## config.mk

```make
export PLATFORM = sky130hd
export DESIGN_NAME = fir_coef_loader
export DESIGN_NICKNAME = d
export VERILOG_FILES = /design/src/rtl/fir_coef_loader_pkg.sv /design/src/rtl/fir_coef_bank.sv /design/src/rtl/fir_coef_loader.sv
export SDC_FILE = /design/constraint.sdc
export NUM_CORES = 1
export LEC_CHECK = 0
export BUFFER_PORTS_ARGS = -buffer_cell sky130_fd_sc_hd__buf_2
export CELL_PAD_IN_SITES_DETAIL_PLACEMENT = 0
export CELL_PAD_IN_SITES_GLOBAL_PLACEMENT = 1
export CORE_MARGIN = 2
export CORE_UTILIZATION = 30
export DETAILED_ROUTE_END_ITERATION = 10
export PLACE_DENSITY_LB_ADDON = 0.1
export SKIP_CTS_REPAIR_TIMING = 1
export SYNTH_ARGS = -nofsm -noshare
export SYNTH_HDL_FRONTEND = slang
export SYNTH_SLANG_ARGS = --single-unit
```

## constraint.sdc

```tcl
create_clock -name clk -period 4.95 [get_ports clk]
set_clock_uncertainty 0.1 [all_clocks]
set_input_delay 0.2475 -clock clk [delete_from_list [all_inputs] [get_ports clk]]
set_output_delay 0.2475 -clock clk [all_outputs]
set_load 0.03 [all_outputs]
```

## src/rtl/fir_coef_loader_pkg.sv

```systemverilog
// Shared definitions for the FIR coefficient loader and its bank.
package fir_coef_loader_pkg;

    // Width of one tap slot on the packed coefs bus.
    localparam int unsigned COEF_SLOT = 32;

    // Loader FSM states; encodings match the FIR block's shared header.
    typedef enum logic {
        StLoad   = 1'b0,
        StCommit = 1'b1
    } state_e;

    // Bit offset of a tap's slot on the packed bus; tap 0 sits in the top slot.
    function automatic int unsigned slot_lsb(input int unsigned tap, input int unsigned taps);
        return (taps - 1 - tap) * COEF_SLOT;
    endfunction

endpackage

```

## src/rtl/fir_coef_bank.sv

```systemverilog
// Shadow/active coefficient register bank with sign-extending bus pack.
module fir_coef_bank
    import fir_coef_loader_pkg::*;
#(
    parameter int unsigned CWIDTH = 16,
    parameter int unsigned TAPS   = 8,
    parameter int unsigned IDXW   = 4
) (
    input  logic                      clk,
    input  logic                      rst_n,
    input  logic                      wr_en_i,
    input  logic [IDXW-1:0]           wr_idx_i,
    input  logic [CWIDTH-1:0]         wr_data_i,
    input  logic                      copy_i,
    output logic [TAPS*COEF_SLOT-1:0] coefs_o
);

    logic [CWIDTH-1:0] shadow_q [TAPS];
    logic [CWIDTH-1:0] active_q [TAPS];

    // Shadow bank: indexed single-word write from the load stream.
    always_ff @(posedge clk) begin
        if (!rst_n) begin
            for (int i = 0; i < TAPS; i++) begin
                shadow_q[i] <= '0;
            end
        end else if (wr_en_i) begin
            for (int i = 0; i < TAPS; i++) begin
                if (wr_idx_i == IDXW'(i)) begin
                    shadow_q[i] <= wr_data_i;
                end
            end
        end
    end

    // Active bank: whole-set copy so the filter never sees a partial update.
    always_ff @(posedge clk) begin
        if (!rst_n) begin
            for (int i = 0; i < TAPS; i++) begin
                active_q[i] <= '0;
            end
        end else if (copy_i) begin
            for (int i = 0; i < TAPS; i++) begin
                active_q[i] <= shadow_q[i];
            end
        end
    end

    // Pack each active tap into its slot, sign-extended to the slot width.
    for (genvar g = 0; g < TAPS; g++) begin : g_pack
        assign coefs_o[slot_lsb(g, TAPS) +: COEF_SLOT] = COEF_SLOT'($signed(active_q[g]));
    end

endmodule

```

## src/rtl/fir_coef_loader.sv

```systemverilog
// Serial-to-parallel FIR coefficient loader with atomic shadow->active swap.
module fir_coef_loader
    import fir_coef_loader_pkg::*;
#(
    parameter int unsigned CWIDTH = 16,
    parameter int unsigned TAPS   = 8
) (
    input  logic                         clk,
    input  logic                         rst_n,
    input  logic                         s_valid,
    output logic                         s_ready,
    input  logic [CWIDTH-1:0]            s_data,
    input  logic                         s_last,
    input  logic                         swap_en,
    output logic [TAPS*COEF_SLOT-1:0]    coefs,
    output logic                         coef_ok,
    output logic                         swapped,
    output logic                         err,
    output logic [$clog2(TAPS+1)-1:0]    load_cnt
);

    localparam int unsigned CNTW = $clog2(TAPS + 1);
    localparam logic [CNTW-1:0] LastIdx = CNTW'(TAPS - 1);

    if (CWIDTH > COEF_SLOT || CWIDTH < 1) begin : g_cwidth_chk
        $error("fir_coef_loader: CWIDTH must be 1..32");
    end
    if (TAPS < 2) begin : g_taps_chk
        $error("fir_coef_loader: TAPS must be >= 2");
    end

    state_e          state_q;
    logic [CNTW-1:0] load_cnt_q;
    logic            coef_ok_q;
    logic            swapped_q;
    logic            err_q;
    logic            beat;
    logic            do_swap;

    // Ready is gated by reset so nothing is accepted while rst_n is low.
    always_comb begin
        s_ready = (state_q == StLoad) && rst_n;
        beat    = s_valid && s_ready;
        do_swap = (state_q == StCommit) && swap_en;
    end

    // Loader FSM, word counter and one-cycle status pulses.
    always_ff @(posedge clk) begin
        if (!rst_n) begin
            state_q    <= StLoad;
            load_cnt_q <= '0;
            coef_ok_q  <= 1'b0;
            swapped_q  <= 1'b0;
            err_q      <= 1'b0;
        end else begin
            swapped_q <= 1'b0;
            err_q     <= 1'b0;
            case (state_q)
                StLoad: begin
                    if (beat) begin
                        if (load_cnt_q == LastIdx) begin
                            if (s_last) begin
                                // Counter parks at TAPS while waiting for the swap.
                                state_q    <= StCommit;
                                load_cnt_q <= load_cnt_q + CNTW'(1);
                            end else begin
                                err_q      <= 1'b1;
                                load_cnt_q <= '0;
                            end
                        end else if (s_last) begin
                            err_q      <= 1'b1;
                            load_cnt_q <= '0;
                        end else begin
                            load_cnt_q <= load_cnt_q + CNTW'(1);
                        end
                    end
                end
                StCommit: begin
                    if (swap_en) begin
                        state_q    <= StLoad;
                        load_cnt_q <= '0;
                        coef_ok_q  <= 1'b1;
                        swapped_q  <= 1'b1;
                    end
                end
                default: begin
                    state_q    <= StLoad;
                    load_cnt_q <= '0;
                end
            endcase
        end
    end

    fir_coef_bank #(
        .CWIDTH (CWIDTH),
        .TAPS   (TAPS),
        .IDXW   (CNTW)
    ) u_bank (
        .clk       (clk),
        .rst_n     (rst_n),
        .wr_en_i   (beat),
        .wr_idx_i  (load_cnt_q),
        .wr_data_i (s_data),
        .copy_i    (do_swap),
        .coefs_o   (coefs)
    );

    // Registered status outputs.
    always_comb begin
        coef_ok  = coef_ok_q;
        swapped  = swapped_q;
        err      = err_q;
        load_cnt = load_cnt_q;
    end

endmodule

```

==> key figures, run 1 <==
Final layout
  – Layout Cells excl Fill: around 1,400
  – Commonest non-fill, non-tap cell in the layout: buf_2
  – Post-layout nets: 906
  – Most frequent cells in the layout: buf_2, edfxtp_1, and2_1
  – Fillers: 3,468
  – Area Overhead vs Synth: 17.3%
  – Util after Layout: 35.8%
  – Layout cells sized above 1: 36.7%
  – Final instance area: 0.0127 mm^2

Placed design
  – Gp weighted congestion: 0.753
  – Post-Place Setup Slack: 2.19 ns
  – Placed cell areas: 0.0118 mm^2
  – DP HPWL: 16,500 um
  – Port-buffer cells: 284
  – Post-Place Cells: around 1,300

Power
  – Cell Pwr Density: 398 mW/mm^2
  – Final Power: 5.07 mW
  – Leakage: 5.31 nW
  – Worst vdd rail ir drop: 0.224 mV

Timing
  – # setup viols final: 0
  – Post-layout min period: about 2.7 ns
  – Period Utilization, post-route: 55.0%
  – Max transition margin: between 20% and 30%
  – Final Hold Fails: 0
  – Maximum clock frequency: ~0.37 GHz
  – Unrepaired setup endpoints after global routing: no
  – Hold_ws: 0.0474 ns
  – Final Max Slew Viols: 0
  – Setup WS post-layout: 2.23 ns
  – Total Negative Setup Slacks: 0 ns
  – Least-Margin Pin Slew: 1.06 ns

Floorplanning
  – Initial core utilization: 30.5%
  – Core area: 0.0356 mm^2
  – Die Y: 194 um
  – Boundary pin count: 285
  – Cell Rows: 69
  – Die W: 194 um
  – Die Area: 0.0377 mm^2

Critical path
  – Worst Setup Start Kind: flop
  – Critical path arrival: between 2 and 3 ns
  – Worst EP required: about 5.0 ns
  – Setup CP Type: flop to flop
  – Crit-path max FO: between 70 and 80
  – Crit. End Element: flop

Detailed routing
  – DR vias: 5,626
  – DRC errors left: 0
  – DR vias/cell: 4.12
  – Final wirelength: approximately 25,000 um
  – DRT iter0 DRCs: 345
  – Routed Antenna Nets: 0
  – DRT Pass-1 Iters: 4
  – WL/cell: 18.0 um

Yosys
  – YS warnings: 0
  – Avg Synthesized Cell Area: 15.1 um^2
  – Cell count after synthesis: 718
  – #FFs+latches synth: 264
  – Register area share after synthesis: roughly 72%
  – Mapped Area: 0.0108 mm^2
  – Syn Nets: ~740
  – Distinct cells, synth: 33

GRT
  – Largest net degree at the start of global routing: 78
  – Total gr overflow: 0
  – GRT Total Usage: 12.9%
  – Vias in the first global route: ~5,600
  – Initial antenna violation count: 3
  – First-pass GRT wire length: 36,500 um

Clocking
  – TritonCTS clock tree: done
  – Clock latency on the worst-skew pair: 0.53 ns
  – CTS buffer count: 30
  – Htree depth: 1
  – Clock slew at reported path FFs: 0.06 ns
  – Clk sinks: between 200 and 300
  – Longest Clk Path Bufs: 3
  – Clk root buf: clkbuf_16

Flow run
  – Max Cap Viol: 0

Min path
  – Worst hold path type: primary input to flop

Status
  – Status: finished clean
## report_power, final
| group | total, mW | internal (mW) | switching [mW] |
|---|---|---|---|
| Clock | 2.08 | 1.26 | 0.819 |
| Combinational | 0.391 | 0.0849 | 0.306 |
| Sequential | 2.60 | 2.56 | 0.0393 |
| Total | 5.07 | 3.90 | 1.16 |
## routing by layer
metal / up-vias / share of wire, % / global-route usage [%]
met5: - / 0 / 0
met4: 0 / 1.6 / 2.95
met3: 30 / 7.0 / 2.99
met2: 236 / 48 / 21.7
met1: 2712 / 43 / 16.8
li1: 2648 / - / -
## layout make-up
class	instances	area (um^2)	area share [%]
antenna	2	5.00	0.0394
sequential	264	7850	61.7
multi-input combinational	291	1880	14.8
clock inverter	7	81.3	0.640
clock buffer	46	842	6.62
tap	461	577	4.54
inverter	3	11.3	0.0886
timing repair buffer	290	1470	11.6
## registers in the layout (all words and copies together), names as in the netlist
register         flops
coef_ok              1
err                  1
load_cnt             4
u_bank.active_q    128
swapped              1
u_bank.shadow_q    128
state_q              1
## final timing paths
kind	startpoint	end	slack [ns]	cells past startpoint
hold / removal	rst_n	load_cnt[2]	0.05	2
setup / recovery	state_q	u_bank.active_q[0][77]	2.23	3
setup reg to reg	state_q	u_bank.active_q[0][77]	2.23	3
hold reg to reg	coef_ok	coef_ok	0.35	1
## synth_stat cells, drive strengths merged
master  instances  area [um^2]
clkbuf         23         92.6
a21o            1         7.51
or4             1         7.51
nand3b          2         15.0
and3b           1         10.0
nor2b           5         31.3
edfxtp        256         7690
nor4b           1         8.76
ha              5         62.6
and3            7         47.5
xnor2           1         8.76
a21oi           2         21.3
or2b            1         7.51
and2          241         1510
nand2           5         18.8
nor2            1         3.75
nand2b          7         43.8
a32oi           2         17.5
a21boi          2         15.0
buf           137         1020
dfxtp           8          160
nor3            1         5.00
o21ai           2         10.0
xor2            1         8.76
nand3           2         10.0
inv             3         11.3
## critical path, stage by stage, from the launching register on
cell	delay [ns]
dfxtp_1	0.54
nand2_1	0.15
nand2_4	0.76
buf_4	0.67
## kinds of logic after synthesis
logic type | count (synthesis) | synth area share (%)
fa+ha+maj | 5 | 0.577
simple gates | 275 | 15.9
flops | 264 | 72.4
buf+inv | 163 | 10.3
xor+xnor | 2 | 0.162
compound gates | 9 | 0.658
Power figures use the tool's default switching activity.
==> inputs of run 2 (changes only) <==
--- a/config.mk
+++ b/config.mk
@@ -5,6 +5,7 @@
 export SDC_FILE = /design/constraint.sdc
 export NUM_CORES = 1
 export LEC_CHECK = 0
+export ABC_AREA = 1
 export BUFFER_PORTS_ARGS = -buffer_cell sky130_fd_sc_hd__buf_2
 export CELL_PAD_IN_SITES_DETAIL_PLACEMENT = 0
 export CELL_PAD_IN_SITES_GLOBAL_PLACEMENT = 1
==> constraint.sdc (replaced) <==
create_clock -name clk -period 2.4 [get_ports clk]
set_clock_uncertainty 0.1 [all_clocks]
set_input_delay 0.12 -clock clk [delete_from_list [all_inputs] [get_ports clk]]
set_output_delay 0.12 -clock clk [all_outputs]
set_load 0.03 [all_outputs]
==> key figures, run 2 <==
Status
  – Status: finished clean (unchanged)

Yosys
  – Most common cell in the synthesized netlist: edfxtp_1 (unchanged)
  – Cell count after synthesis: 886 (was 718)
  – Yosys top cell area share: 70.4% (was 70.9%)
  – Avg Synthesized Cell Area: 12.3 um^2 (was 15.1 um^2)
  – Synth cell count leaders: edfxtp_1, nor2_1, inv_1, buf_4, nand2_1 (was edfxtp_1, and2_1, buf_4, clkbuf_1, dfxtp_1)
  – Distinct cells, synth: 22 (was 33)
  – Asr flop ratio synth: 0% (unchanged)
  – Mapped Area: 0.0109 mm^2 (was 0.0108 mm^2)
  – Area contributors post-synth: edfxtp_1, buf_4, nor2_1 (was edfxtp_1, and2_1, buf_4)
  – Register area share after synthesis: 71.9% (was 72.4%)
  – YS warnings: 0 (unchanged)
  – #FFs+latches synth: 264 (unchanged)
  – Syn Nets: 912 (was 744)
  – Main synth FF type: edfxtp_1 (unchanged)
  – Post-synth EDFFs: 256 (unchanged)
  – Area leader, netlist: edfxtp_1 (unchanged)

GRT
  – Initial antenna violation count: 0 (was 3)
  – First-pass GRT wire length: 37,900 um (was 36,500 um)
  – Largest net degree at the start of global routing: 60 (was 78)
  – Vias in the first global route: 5,986 (was 5,629)
  – GRT Total Usage: 13.5% (was 12.9%)
  – Total gr overflow: 0 (unchanged)

Critical path
  – Worst path slowest cell: dlygate4sd3_1 (was nand2_4)
  – Max incr delay on CP: 0.56 ns (was 0.76 ns)
  – Setup CP Type: flop to flop (unchanged)
  – Crit. End Element: flop (unchanged)
  – Critical path arrival: 2.52 ns (was 2.79 ns)
  – Worst reg2reg path startpoint: load_cnt[0] (was state_q)
  – Worst EP required: 2.73 ns (was 5.02 ns)
  – Worst-path cell chain: ha_1 -> nand3_1 -> inv_1 -> ha_1 -> inv_1 -> nor2_1 -> dlygate4sd3_1 (was nand2_1 -> nand2_4 -> buf_4)
  – Critical path startpoint: load_cnt[0] (was state_q)
  – Worst Setup Start Kind: flop (unchanged)
  – Crit-path max FO: 7 (was 77)

Timing
  – Final Max Slew Viols: 0 (unchanged)
  – Final Hold Fails: 0 (unchanged)
  – Max transition margin: 56.3% (was 29.2%)
  – Maximum clock frequency: 0.458 GHz (was 0.367 GHz)
  – Period Utilization, post-route: 91.1% (was 55.0%)
  – Least-Margin Pin Slew: 0.655 ns (was 1.06 ns)
  – Unrepaired setup endpoints after global routing: no (unchanged)
  – Total Negative Setup Slacks: 0 ns (unchanged)
  – Post-layout min period: 2.19 ns (was 2.72 ns)
  – # setup viols final: 0 (unchanged)

Floorplanning
  – Boundary pin count: 285 (unchanged)
  – Core area: 0.0357 mm^2 (was 0.0356 mm^2)
  – Die Y: 195 um (was 194 um)
  – Die Area: 0.0379 mm^2 (was 0.0377 mm^2)
  – Initial core utilization: 30.6% (was 30.5%)
  – Die W: 195 um (was 194 um)
  – Cell Rows: 69 (unchanged)

Clocking
  – Longest Clk Path Bufs: 3 (unchanged)
  – TritonCTS clock tree: done (unchanged)
  – Htree depth: 1 (unchanged)
  – Clock slew at reported path FFs: 0.06 ns (about the same)
  – CTS buffer count: 29 (was 30)
  – Clk root buf: clkbuf_16 (unchanged)
  – Clk sinks: 264 (unchanged)
  – Clock latency on the worst-skew pair: 0.55 ns (was 0.53 ns)

Final layout
  – ANT cells: 0 (was 2)
  – Most frequent cells in the layout: buf_2, edfxtp_1, nor2_1 (was buf_2, edfxtp_1, and2_1)
  – Layout cells sized above 1: 32.3% (was 36.7%)
  – Commonest non-fill, non-tap cell in the layout: buf_2 (unchanged)
  – Post-layout nets: 1,113 (was 906)
  – Area Overhead vs Synth: 20.2% (was 17.3%)
  – Final instance area: 0.0131 mm^2 (was 0.0127 mm^2)

Detailed routing
  – DRT iter0 DRCs: 327 (was 345)
  – DRT Pass-1 Iters: 5 (was 4)
  – DR vias/cell: 3.92 (was 4.12)
  – WL/cell: 16.4 um (was 18.0 um)
  – DR vias: 6,156 (was 5,626)
  – DRC errors left: 0 (unchanged)
  – Final wirelength: 25,700 um (was 24,600 um)
  – Routed Antenna Nets: 0 (unchanged)

Min path
  – Worst hold path type: primary input to flop (unchanged)
  – Hold Crit Start: s_data[2] (was rst_n)

Power
  – Leakage: 6.10 nW (was 5.31 nW)
  – Worst vdd rail ir drop: 0.488 mV (was 0.224 mV)
  – Cell Pwr Density: 804 mW/mm^2 (was 398 mW/mm^2)

Flow run
  – Max Cap Viol: 0 (unchanged)

Placed design
  – Port-buffer cells: 284 (unchanged)
  – DP HPWL: 16,900 um (was 16,500 um)
  – Placed cell areas: 0.0120 mm^2 (was 0.0118 mm^2)
  – Gp weighted congestion: 0.720 (was 0.753)
-- run 2: cell type report --
cell class                      instances  area (um^2)
Timing Repair Buffer                  322         1810
Sequential cell                       264         7850
Clock buffer                           36          752
Fill cell                            3503        22500
Inverter                              172          652
Multi-Input combinational cell        298         1310
Tap cell                              461          577
Clock inverter                         18          168
-- run 2: critical path: cells and delay by family (launching register included) --
| family | cells | cell delay (ns) |
|---|---|---|
| buffers and inverters | 3 | 0.71 |
| adder cells (fa/ha/maj) | 2 | 0.57 |
| flip-flops | 1 | 0.48 |
| AND/OR/NAND/NOR | 2 | 0.22 |
-- run 2: cells by family after synthesis --
logic type	Yosys count	share of synthesized area [%]
AND/OR/NAND/NOR	286	10.9
adder cells (fa/ha/maj)	5	0.573
flip-flops	264	71.9
buffers and inverters	324	16.3
AO/OA/AOI/OAI	7	0.321
-- run 2: worst paths after layout --
check        cells past startpoint                      to  slack, ns
max                              7                     err       0.21
min                              4  u_bank.shadow_q[0][98]       0.30
min reg2reg                      2                 coef_ok       0.34
max reg2reg                      7                     err       0.21
-- run 2: per-layer routing --
| layer | track usage, % | routed length (um) |
|---|---|---|
| met5 | 0 | 0 |
| met2 | 21.9 | 11800 |
| met4 | 4.35 | 562 |
| met3 | 2.85 | 1850 |
| met1 | 18.0 | 11500 |
-- run 2: where the power goes --
part / switching, mW / total (mW) / internal (mW)
Clock: 1.79 / 4.33 / 2.54
Combinational: 0.691 / 0.897 / 0.206
Sequential: 0.0737 / 5.32 / 5.25
-- run 2: per-stage QoR --
| stage | hold slack [ns] | utilization, % | total power [mW] | cells | setup slack, ns |
|---|---|---|---|---|---|
| after detailed placement | 0.318 | 33.6 | 6.31 | 1494 | 0.505 |
| after floorplan | 0.183 | - | 6.09 | 886 | 0.0714 |
| after CTS | -0.268 | 36.2 | 10.7 | 1548 | 0.492 |
| after global routing | 0.298 | 36.8 | 11.0 | 1571 | 0.0795 |
| final | 0.298 | 36.8 | 10.5 | 1571 | 0.214 |
| after global placement | 0.315 | 33.6 | 6.32 | 1494 | 0.532 |
==> inputs of run 3 (changes only) <==
--- a/config.mk
+++ b/config.mk
@@ -10,7 +10,7 @@
 export CELL_PAD_IN_SITES_DETAIL_PLACEMENT = 0
 export CELL_PAD_IN_SITES_GLOBAL_PLACEMENT = 1
 export CORE_MARGIN = 2
-export CORE_UTILIZATION = 30
+export CORE_UTILIZATION = 38
 export DETAILED_ROUTE_END_ITERATION = 10
 export PLACE_DENSITY_LB_ADDON = 0.1
 export SKIP_CTS_REPAIR_TIMING = 1
==> key figures, run 3 (synthesis gave the netlist of run 2 again) <==
Clocking
  – Htree depth: 1 (unchanged)
  – TritonCTS clock tree: done (unchanged)
  – Clk sinks: 264 (unchanged)
  – Clock slew at reported path FFs: 0.06 ns (about the same)
  – CTS buffer count: 28 (was 29)
  – Longest Clk Path Bufs: 3 (unchanged)
  – Clk root buf: clkbuf_16 (unchanged)
  – Clock latency on the worst-skew pair: 0.54 ns (was 0.55 ns)

GRT
  – Total gr overflow: 0 (unchanged)
  – First-pass GRT wire length: 34,500 um (was 37,900 um)
  – Vias in the first global route: 5,652 (was 5,986)
  – Initial antenna violation count: 0 (unchanged)
  – GRT Total Usage: 15.3% (was 13.5%)
  – Largest net degree at the start of global routing: 60 (unchanged)

Power
  – Worst vdd rail ir drop: 0.390 mV (was 0.488 mV)
  – Cell Pwr Density: 795 mW/mm^2 (was 804 mW/mm^2)
  – Final Power: 10.3 mW (was 10.5 mW)
  – Leakage: 6.07 nW (was 6.10 nW)

Critical path
  – Worst Setup Start Kind: flop (unchanged)
  – Crit. End Element: flop (unchanged)
  – Worst EP required: 2.73 ns (about the same)
  – Crit-path max FO: 7 (unchanged)
  – Setup CP Type: flop to flop (unchanged)
  – Critical path arrival: 2.49 ns (was 2.52 ns)

Detailed routing
  – Final wirelength: 23,700 um (was 25,700 um)
  – DRC errors left: 0 (unchanged)
  – DR vias: 6,151 (was 6,156)
  – DR vias/cell: 4.13 (was 3.92)
  – DRT Pass-1 Iters: 4 (was 5)
  – WL/cell: 15.9 um (was 16.4 um)
  – DRT iter0 DRCs: 340 (was 327)
  – Routed Antenna Nets: 0 (unchanged)

Floorplanning
  – Initial core utilization: 38.3% (was 30.6%)
  – Die Y: 173 um (was 195 um)
  – Cell Rows: 62 (was 69)
  – Boundary pin count: 285 (unchanged)
  – Core area: 0.0285 mm^2 (was 0.0357 mm^2)
  – Die W: 173 um (was 195 um)
  – Die Area: 0.0301 mm^2 (was 0.0379 mm^2)

Timing
  – Unrepaired setup endpoints after global routing: no (unchanged)
  – Total Negative Setup Slacks: 0 ns (unchanged)
  – Period Utilization, post-route: 90.2% (was 91.1%)
  – Post-layout min period: 2.16 ns (was 2.19 ns)
  – Final Max Slew Viols: 0 (unchanged)
  – Maximum clock frequency: 0.462 GHz (was 0.458 GHz)
  – # setup viols final: 0 (unchanged)
  – Max transition margin: 57.0% (was 56.3%)
  – Least-Margin Pin Slew: 0.645 ns (was 0.655 ns)
  – Final Hold Fails: 0 (unchanged)

Flow run
  – Max Cap Viol: 0 (unchanged)

Final layout
  – Seq. cell area: 0.00785 mm^2 (unchanged)
  – Fillers: 2,722 (was 3,503)
  – Layout cells sized above 1: 32.0% (was 32.3%)
  – Multi-input combinational cell area: 0.00131 mm^2 (about the same)
  – Most frequent cells in the layout: buf_2, edfxtp_1, nor2_1 (unchanged)
  – ANT cells: 0 (unchanged)
  – Commonest non-fill, non-tap cell in the layout: buf_2 (unchanged)
  – Area Overhead vs Synth: 18.8% (was 20.2%)
  – Post-layout nets: 1,112 (was 1,113)

Placed design
  – Port-buffer cells: 284 (unchanged)
  – Gp weighted congestion: 0.714 (was 0.720)
  – DP HPWL: 15,200 um (was 16,900 um)

Min path
  – Worst hold path type: primary input to flop (unchanged)

Status
  – Status: finished clean (unchanged)
run 3: cell count changes in the layout (fill, tap and decap cells not counted):
cell / before / now
clkbuf_1: 7 / 4
clkinv_1: 5 / 8
clkinvlp_4: 2 / 0
buf_4: 11 / 12
bufinv_16: 3 / 2
dlygate4sd3_1: 23 / 22
inv_6: 1 / 0
o21ai_1: 0 / 1
o21ai_2: 2 / 1
run 3: layer usage:
metal	routed length (um)	track usage [%]	part of all wire [%]	vias up
met5	0	0	0	-
li1	-	-	-	3054
met3	1380	2.87	5.8	27
met1	10300	20.4	44	2871
met2	11600	26.1	49	199
met4	383	3.64	1.6	0
run 3: power by group:
part / internal [mW] / switching (mW) / total (mW)
logic: 0.206 / 0.682 / 0.888
registers: 5.25 / 0.0724 / 5.32
clock network: 2.39 / 1.71 / 4.10
run 3: stage by stage:
step | std cells | area [um^2] | utilization, % | worst slack, ns | hold WS (ns)
after floorplan | 886 | 10900 | - | 0.0714 | 0.183
after global placement | 1418 | 11900 | 41.7 | 0.449 | 0.315
after detailed placement | 1418 | 11900 | 41.7 | 0.471 | 0.316
after CTS | 1468 | 12700 | 44.8 | 0.437 | -0.244
after global routing | 1490 | 13000 | 45.5 | 0.108 | 0.343
final | 1490 | 13000 | 45.5 | 0.236 | 0.318
run 3: area by class of cell:
type	count	area share, %
flip-flops and latches	264	60.5
repair buffers	322	14.0
multi-input cells	298	10.1
clock buffers	33	5.71
inverters	172	5.03
well taps	384	3.71
clock inverters	17	0.965
run 3: worst max-delay path, cell delays in order (launching register included):
cell and delay, ns:
dfxtp_1 0.47, ha_1 0.37, nand3_1 0.17, inv_1 0.09
ha_1 0.22, inv_1 0.05, nor2_1 0.03, dlygate4sd3_1 0.55
run 3: final timing paths:
| check | startpoint | to | slack (ns) | cells past startpoint |
|---|---|---|---|---|
| hold reg to reg | coef_ok | coef_ok | 0.38 | 2 |
| hold / removal | s_data[5] | u_bank.shadow_q[0][117] | 0.32 | 4 |
| setup / recovery | load_cnt[0] | err | 0.24 | 7 |
| setup reg to reg | load_cnt[0] | err | 0.24 | 7 |
